`src/rtl/m_tile_seq_pkg.sv`:
```
// Shared types for the tile sequencer: the queued instruction word and the FSM states.
package Common;

  localparam int PKG_ROW_W  = 4;
  localparam int PKG_COLW_W = 4;
  localparam int PKG_COLA_W = 4;

  typedef struct packed {
    logic                  need_sync;
    logic [PKG_COLA_W-1:0] cola_end;
    logic [PKG_COLW_W-1:0] colw_end;
    logic [PKG_ROW_W-1:0]  row_end;
  } MTileInst;

  typedef enum logic [1:0] {IDLE, LOAD, RUN, WAIT} MSeqState;

endpackage

```
`src/rtl/m_tile_seq_fifo.sv`:
```
// Synchronous instruction queue; one extra pointer bit separates full from empty.
module m_tile_seq_fifo #(
  parameter int W     = 13,
  parameter int DEPTH = 4
) (
  input  logic         clk,
  input  logic         rst,
  input  logic         push,
  input  logic         pop,
  input  logic [W-1:0] din,
  output logic [W-1:0] dout,
  output logic         full,
  output logic         empty
);

  localparam int AW = $clog2(DEPTH);

  logic [W-1:0] mem [DEPTH];
  logic [AW:0]  wr_ptr;
  logic [AW:0]  rd_ptr;

  assign empty = (wr_ptr == rd_ptr);
  assign full  = (wr_ptr[AW] != rd_ptr[AW]) && (wr_ptr[AW-1:0] == rd_ptr[AW-1:0]);
  assign dout  = mem[rd_ptr[AW-1:0]];

  always_ff @(posedge clk) begin
    if (push && !full) mem[wr_ptr[AW-1:0]] <= din;
  end

  always_ff @(posedge clk or posedge rst) begin
    if (rst) begin
      wr_ptr <= '0;
      rd_ptr <= '0;
    end else begin
      if (push && !full) wr_ptr <= wr_ptr + 1'b1;
      if (pop && !empty) rd_ptr <= rd_ptr + 1'b1;
    end
  end

endmodule

```
`src/rtl/m_tile_seq.sv`:
```
// Tile loop sequencer: walks row / column-W / column-A pointers per queued instruction,
// gating sync-point beats on credits from the downstream consumer.
//
// state | meaning
// IDLE  | no current instruction; waits for the queue to hold one
// LOAD  | pops queue head into the current instruction, clears pointers
// RUN   | issues beats; advances pointers on each handshake
// WAIT  | final beat issued; waits for array_done
module m_tile_seq
  import Common::*;
#(
  parameter int ROW_W      = PKG_ROW_W,
  parameter int COLW_W     = PKG_COLW_W,
  parameter int COLA_W     = PKG_COLA_W,
  parameter int FIFO_DEPTH = 4,
  parameter int CRED_W     = 3
) (
  input  logic              clk,
  input  logic              rst,
  input  logic              inst_valid,
  output logic              inst_ready,
  input  MTileInst          inst,
  input  logic              sync_credit,
  output logic              sync_release,
  output logic              issue_valid,
  input  logic              issue_ready,
  output logic [ROW_W-1:0]  row_ptr,
  output logic [COLW_W-1:0] colw_ptr,
  output logic [COLA_W-1:0] cola_ptr,
  output logic              tile_last,
  output logic              inst_last,
  input  logic              array_done,
  output logic              busy,
  output logic              cred_ovf
);

  MSeqState          state;
  MTileInst          cur;
  MTileInst          fifo_dout;
  logic              fifo_full;
  logic              fifo_empty;
  logic              push;
  logic              pop;
  logic [CRED_W-1:0] credits;
  logic              row_at_end;
  logic              colw_at_end;
  logic              cola_at_end;
  logic              sync_pt;
  logic              final_beat;
  logic              hs;

  assign inst_ready = ~fifo_full;
  assign push       = inst_valid & ~fifo_full;
  assign pop        = (state == LOAD);

  m_tile_seq_fifo #(
    .W    ($bits(MTileInst)),
    .DEPTH(FIFO_DEPTH)
  ) u_fifo (
    .clk  (clk),
    .rst  (rst),
    .push (push),
    .pop  (pop),
    .din  (inst),
    .dout (fifo_dout),
    .full (fifo_full),
    .empty(fifo_empty)
  );

  assign row_at_end  = (row_ptr == cur.row_end);
  assign colw_at_end = (colw_ptr == cur.colw_end);
  assign cola_at_end = (cola_ptr == cur.cola_end);
  assign sync_pt     = cur.need_sync & row_at_end & colw_at_end;
  assign final_beat  = row_at_end & colw_at_end & cola_at_end;

  // A sync-point beat is held back entirely until a credit is available.
  assign issue_valid  = (state == RUN) & ~(sync_pt & (credits == '0));
  assign hs           = issue_valid & issue_ready;
  assign tile_last    = issue_valid & row_at_end;
  assign inst_last    = issue_valid & final_beat;
  assign sync_release = hs & sync_pt;
  assign busy         = (state != IDLE) | ~fifo_empty;

  always_ff @(posedge clk or posedge rst) begin
    if (rst) begin
      state    <= IDLE;
      cur      <= '0;
      row_ptr  <= '0;
      colw_ptr <= '0;
      cola_ptr <= '0;
    end else begin
      case (state)
        IDLE: if (!fifo_empty) state <= LOAD;
        LOAD: begin
          cur      <= fifo_dout;
          row_ptr  <= '0;
          colw_ptr <= '0;
          cola_ptr <= '0;
          state    <= RUN;
        end
        RUN: if (hs) begin
          if (final_beat) begin
            state <= WAIT;
          end else if (row_at_end) begin
            row_ptr <= '0;
            if (colw_at_end) begin
              colw_ptr <= '0;
              cola_ptr <= cola_ptr + 1'b1;
            end else begin
              colw_ptr <= colw_ptr + 1'b1;
            end
          end else begin
            row_ptr <= row_ptr + 1'b1;
          end
        end
        WAIT: if (array_done) state <= IDLE;
        default: state <= IDLE;
      endcase
    end
  end

  // A credit arriving in the same cycle as a consume cancels out.
  always_ff @(posedge clk or posedge rst) begin
    if (rst) begin
      credits  <= '0;
      cred_ovf <= 1'b0;
    end else if (sync_credit && !sync_release) begin
      if (credits == '1) cred_ovf <= 1'b1;
      else               credits  <= credits + 1'b1;
    end else if (!sync_credit && sync_release) begin
      credits <= credits - 1'b1;
    end
  end

endmodule

```
`config.mk`:
```
export PLATFORM = sky130hd
export DESIGN_NAME = m_tile_seq
export DESIGN_NICKNAME = d
export VERILOG_FILES = /design/src/rtl/m_tile_seq_pkg.sv /design/src/rtl/m_tile_seq_fifo.sv /design/src/rtl/m_tile_seq.sv
export SDC_FILE = /design/constraint.sdc
export NUM_CORES = 1
export LEC_CHECK = 0
export BUFFER_PORTS_ARGS = -buffer_cell sky130_fd_sc_hd__buf_2
export CAP_MARGIN = 20
export CORE_ASPECT_RATIO = 2
export CORE_MARGIN = 2
export CORE_UTILIZATION = 50
export CTS_BUF_LIST = sky130_fd_sc_hd__clkbuf_16
export DETAILED_ROUTE_END_ITERATION = 6
export HOLD_SLACK_MARGIN = 0.12
export PLACE_DENSITY = 0.76
export SYNTH_ARGS = -nofsm -noshare
export SYNTH_HDL_FRONTEND = slang
export SYNTH_HIERARCHICAL = 1
export SYNTH_SLANG_ARGS = --single-unit
```
`constraint.sdc`:
```
create_clock -name clk -period 4.18 [get_ports clk]
set_input_delay 0.627 -clock clk [delete_from_list [all_inputs] [get_ports clk]]
set_output_delay 0.627 -clock clk [all_outputs]
set_load 0.01 [all_outputs]
```
**Word-level counts from Yosys, hierarchy flattened**

Memories as Yosys holds them, arrays and structs flattened. A register that Yosys moved wholly into a read port is not among the register bits.
Cells that the tools add are included.

- Memories: 1
- Input port bits: 19
- Bits in registers: 24
- Output and inout bits: 19
- RAM bits: 52

Memory list:

| name | words | bits a word | rd ports | clocked after memory_dff | write ports | line | source |
|---|---|---|---|---|---|---|---|
| u_fifo.mem | 4 | 13 | 1 | 1 | 1 | m_tile_seq_fifo.sv:18 | `logic [W-1:0] mem [DEPTH];` |

- Eq/ne operators: 18
- Reductions and logical operators: 20
- Bitwise logic cells: 15
- Multiplexer cells: 24
- Add/sub/neg operators: 7

Operators by type and width:

| kind | count |
|---|---|
| 4-bit 2-to-1 mux | 11 |
| 4-bit case mux with 2 select lines | 3 |
| 2-bit inequality test (second input constant) | 8 |
| 4-bit by 1-bit adder with 4-bit output (second input constant) | 3 |
| 4-bit equality test | 3 |
| 1-bit bitwise AND | 11 |
| 3-bit by 1-bit adder with 3-bit output (second input constant) | 3 |
| 3-bit 2-to-1 mux | 3 |
| 2-bit 2-to-1 mux | 4 |
| 2-bit case mux with 4 select lines | 1 |
| 4-bit AND reduction | 2 |
| 2-bit nonzero test | 3 |
| 1-bit logical AND | 5 |
| 5-bit AND reduction | 1 |
| 2-bit equality test (second input constant) | 2 |
| 1-bit logical NOT | 4 |
| 2-bit AND reduction | 2 |
| 3-bit equality test | 1 |
| 3-bit equality test (second input constant) | 1 |
| 3-bit logical NOT | 1 |
| 1-bit inverter | 3 |
| 3-bit AND reduction | 1 |
| 3-bit by 1-bit subtractor with 3-bit output (second input constant) | 1 |
| 2-bit by 1-bit equality test with 1-bit output (second input constant) | 1 |
| other kinds (5) | 6 |

**Longest topological paths before layout**

- Depth after elaboration: 12
- Depth in mapped cells: 11
- Depth with buffers taken out: 11

**By module**

Netlist, hierarchy kept.

Modules (own cells, without submodules):

| module | cells each | area an instance (um2) | instances |
|---|---|---|---|
| m_tile_seq_fifo | 118 | 2,397.3 | 1 |
| m_tile_seq | 176 | 1,839.3 | 1 |

**Worst setup path before layout**

Ideal clock, no wire load.

- Path type: input to register
- Start point: input issue_ready
- End point: register credits[1]
- Library setup time: 133 ps
- Setup slack: 1,867 ps
- Data required time: 4,047 ps
- Cell stages on the path: 8
- Arrival time: 2,179 ps
- Path through: clkbuf_1 -> nand3_1 -> nor2_1 -> nand3_1 -> nand2_1 -> fa_1 -> a211oi_1 -> a21oi_1

- Word-level cells in the longest chain between the ends: 6
- Elaborated cells between the ends (all ways): 9

RTL lines:

| what | line | source |
|---|---|---|
| start, declared | m_tile_seq.sv:26 | `input logic issue_ready,` |
| 1-bit bitwise AND * | m_tile_seq.sv:78 | `assign hs = issue_valid & issue_ready;` |
| 1-bit bitwise AND * | m_tile_seq.sv:81 | `assign sync_release = hs & sync_pt;` |
| 1-bit logical NOT | m_tile_seq.sv:127 | `end else if (sync_credit && !sync_release) begin` |
| 1-bit logical AND | m_tile_seq.sv:127 |  |
| 2-bit inequality test (no source line) or 2-bit nonzero test (tied branches) | - |  |
| 2-bit AND reduction (no source line) | - |  |
| end signal, assigned | m_tile_seq.sv:129 | `else credits <= credits + 1'b1;` |
| end signal, assigned | m_tile_seq.sv:131 | `credits <= credits - 1'b1;` |
| end, declared | m_tile_seq.sv:44 | `logic [CRED_W-1:0] credits;` |

Mark *: on every way between the ends. The rest lies on a longest branch, timed or not.
A chain may end at the register's enable or synchronous reset.

**Worst setup path after layout**

- Start point: register state[0]
- End point: register credits[1]

- Word-level cells in the longest chain between the ends: 8
- Elaborated cells between the ends (all ways): 11

RTL lines:

| what | line | source |
|---|---|---|
| start, declared | m_tile_seq.sv:37 | `MSeqState state;` |
| start signal, assigned | m_tile_seq.sv:86 | `state <= IDLE;` |
| start signal, assigned | m_tile_seq.sv:93 | `IDLE: if (!fifo_empty) state <= LOAD;` |
| start signal, assigned | m_tile_seq.sv:99 | `state <= RUN;` |
| 2-bit equality test * | m_tile_seq.sv:77 | `assign issue_valid = (state == RUN) & ~(sync_pt & (credits == '0));` |
| 1-bit bitwise AND * | m_tile_seq.sv:77 |  |
| 1-bit bitwise AND * | m_tile_seq.sv:78 |  |
| 1-bit bitwise AND * | m_tile_seq.sv:81 |  |
| 1-bit logical NOT | m_tile_seq.sv:127 |  |
| 1-bit logical AND | m_tile_seq.sv:127 |  |
| 2-bit inequality test (no source line) or 2-bit nonzero test (tied branches) | - |  |
| 2-bit AND reduction (no source line) | - |  |

Marks and branches as above.

==> key figures <==
Timing
  • Max Clock Freq: 385.8 MHz
  • Worst setup margin: 1.588 ns
  • RSZ-0062 raised after global routing: no
  • Slew HR: 36.98%
  • Total negative slack: 0 ns
  • Worst Max-Slew Pin Slew: 0.9423 ns
  • Final Hold Violating Endpoints: 0
  • Final setup viols: 0
  • Post-route clock period utilization: 62.02%
  • Fin crit period: 2.592 ns
  • Worst Skew: 0.007792 ns
  • Max Slew Vio Count: 0

Synthesis
  • Prevailing post-synth register cell: edfxtp_1
  • EDFF count, synth: 52
  • Synthesis warning total: 6
  • #FFs+latches synth: 89
  • Post-synthesis sequential area ratio: 58.71%
  • Share of synthesized registers carrying an async set or reset: 41.57%
  • Syn Area/Cell: 14.41 um^2
  • Mapped Cells: 294
  • Netlist Area Pre-Place: 4237 um^2
  • Yosys cell types: 57
  • Syn_nets: 326

Pwr
  • VDD IR max: 0.5202 mV
  • Leakage Power: 1.926 nW
  • Tot Pwr: 3.508 mW
  • Pwr/cell area: 727.1 nW/um^2

Cells and area
  • Commonest non-fill, non-tap cell in the layout: edfxtp_1
  • Post-route cell area: 4825 um^2
  • Share of layout cells above drive strength 1: 28.65%
  • Most frequent cells in the layout: edfxtp_1, dfrtp_1, buf_2
  • P&R area growth vs syn: 13.88%
  • Final #Nets: 369
  • Layout Utilization: 58.60%
  • Antenna cell count: 0
  • Fillcell total: 675

Clocking
  • Clock Root Buffer: clkbuf_16
  • Clock Tree Buf Depth: 2
  • # Post-CTS Setup Buffers: 0
  • Post-CTS Resized: 0
  • CTS H-tree lvls: 3
  • Worst-path clk slew: 0.07 ns
  • CTS tree: yes
  • Clock buffer count from CTS: 9
  • # clock sinks: 89
  • Hold buffers post-CTS: 0
  • Clock Latency Late Sink: 0.34 ns

Floorplanning
  • Top Ports: 38
  • Core area: 8233 um^2
  • Die footprint: 9270 um^2
  • Chip height: 134.2 um
  • Die width: 69.09 um
  • Cell row count: 47
  • Starting Density: 51.46%

Global routing
  • Initial antenna violation count: 0
  • Vias in the first global route: 2,709
  • First-pass GRT wire length: 13,340 um
  • Total GRT Usage: 18.62%
  • Gr ovfl total: 0
  • Largest net degree at the start of global routing: 32

Worst setup path
  • Worst-path maximum fanout: 20
  • Startpoint types: flip-flop
  • Critical path class: flip-flop to flip-flop
  • Worst setup EP type: flip-flop
  • CP Data Arrival Time: 2.80 ns
  • Data required, critical path: 4.39 ns

Job
  • Maxcap violations: 0

Detailed routing
  • Via density per instance: 5.914
  • 1st-iter DRT viols: 176
  • DRC Markers: 0
  • DR pass1 iterations: 4
  • Routed vias: 2,602
  • Drt total wl: 8034 um
  • DR WL/cell: 18.26 um
  • Routed Antenna Nets: 0

Placed design
  • Placed Area: 4523 um^2
  • RePlAce Congestion: 0.8335
  • Port Buf Inserts: 37
  • Post-detail-place hpwl: 5780 um
  • Post-place setup slack: 1.585 ns

Outcome
  • Status: finished clean

Hold path
  • Hold Crit Class: input pin to async pin
-- worst max-delay path: stages, from the launching register on --
cell and delay, ns:
dfrtp_1 0.40, inv_1 0.11, ha_1 0.16, buf_4 0.23, nand3_1 0.10, nor2_1 0.23, nand3_1 0.29, nand2_1 0.18
fa_1 0.44, a211oi_1 0.24, a21oi_1 0.07
-- synthesized netlist by cell type, types with 2 or more instances --
| cell type | instances | area, um^2 |
|---|---|---|
| o211ai_1 | 3 | 22.52 |
| nor3b_1 | 2 | 15.01 |
| and4_1 | 4 | 35.03 |
| clkbuf_1 | 4 | 15.01 |
| o31ai_2 | 2 | 25.02 |
| mux4_2 | 13 | 292.8 |
| o31ai_1 | 4 | 30.03 |
| and3_1 | 3 | 18.77 |
| mux2_2 | 16 | 180.2 |
| and2_1 | 3 | 18.77 |
| nand4_1 | 3 | 18.77 |
| a21oi_1 | 9 | 45.04 |
| nor4_1 | 3 | 18.77 |
| inv_1 | 15 | 56.30 |
| xnor2_1 | 13 | 113.9 |
| buf_6 | 2 | 22.52 |
| a211oi_2 | 3 | 37.54 |
| a31oi_1 | 4 | 25.02 |
| nand3_1 | 11 | 55.05 |
| dfrtp_1 | 37 | 925.9 |
| o21ai_0 | 2 | 10.01 |
| nor2b_1 | 2 | 12.51 |
| a21o_1 | 4 | 30.03 |
| ha_1 | 12 | 150.1 |
| or4_1 | 2 | 15.01 |
| nand2b_1 | 2 | 12.51 |
| nor3_1 | 5 | 25.02 |
| nand2_1 | 17 | 63.81 |
| nor2_1 | 6 | 22.52 |
| buf_2 | 2 | 10.01 |
| xor2_2 | 2 | 32.53 |
| mux2i_1 | 3 | 30.03 |
| xor2_1 | 6 | 52.55 |
| edfxtp_1 | 52 | 1562 |
-- stage by stage --
stage	hold slack [ns]	cells
global route	0.2103	440
CTS	0.2015	440
finish	0.2029	440
global placement	0.4486	424
floorplan	0.4180	294
detailed placement	0.4751	424
-- power breakdown --
| group | switching (mW) | total (mW) | internal, mW |
|---|---|---|---|
| Clock | 0.337 | 0.806 | 0.468 |
| Sequential | 0.187 | 1.39 | 1.21 |
| Combinational | 0.722 | 1.31 | 0.588 |
| Total | 1.25 | 3.51 | 2.26 |
-- worst paths after layout --
check / cells past startpoint / slack [ns] / endpoint / start
setup / recovery: 10 / 1.59 / credits[1] / state[0]
hold / removal: 2 / 0.20 / u_fifo/rd_ptr[2] / rst
setup reg to reg: 10 / 1.59 / credits[1] / state[0]
hold reg to reg: 1 / 0.48 / cred_ovf / cred_ovf
max in group asynchronous: 3 / 3.51 / cur[2] / rst
min in group clk: 1 / 0.48 / cred_ovf / cred_ovf
-- registers in the layout, summed over array words and instances, names as in the netlist --
signal / flops
cola_ptr: 4
colw_ptr: 4
cred_ovf: 1
credits: 3
cur: 13
row_ptr: 4
state: 2
u_fifo/mem: 52
u_fifo/rd_ptr: 3
u_fifo/wr_ptr: 3
-- final cells by class --
cell class              count  area, um^2  area share [%]
flip-flops and latches     89        2487           51.56
multi-input cells         180        1634           33.87
clock buffers               9       225.2           4.668
repair buffers             42       222.7           4.616
well taps                  98       122.6           2.542
clock inverters             7       76.32           1.582
inverters                  15       56.30           1.167
-- kinds of logic after synthesis --
| group | Yosys count | share of synthesized area (%) |
|---|---|---|
| AO/OA/AOI/OAI | 47 | 9.008 |
| XOR/XNOR | 22 | 5.080 |
| adder cells (fa/ha/maj) | 13 | 4.016 |
| buffers and inverters | 25 | 2.717 |
| flip-flops | 89 | 58.71 |
| multiplexers | 32 | 11.87 |
| AND/OR/NAND/NOR | 66 | 8.594 |
-- per-layer routing --
layer / wire length [um] / vias to the layer above / track usage [%] / share of wire [%]
met2: 4572 / 64 / 33.12 / 57
met5: 0 / - / 0 / 0
met1: 2986 / 1315 / 20.14 / 37
met3: 238 / 17 / 3.982 / 3.0
li1: - / 1206 / - / -
met4: 236 / 0 / 10.68 / 2.9
Power figures use the tool's default switching activity.
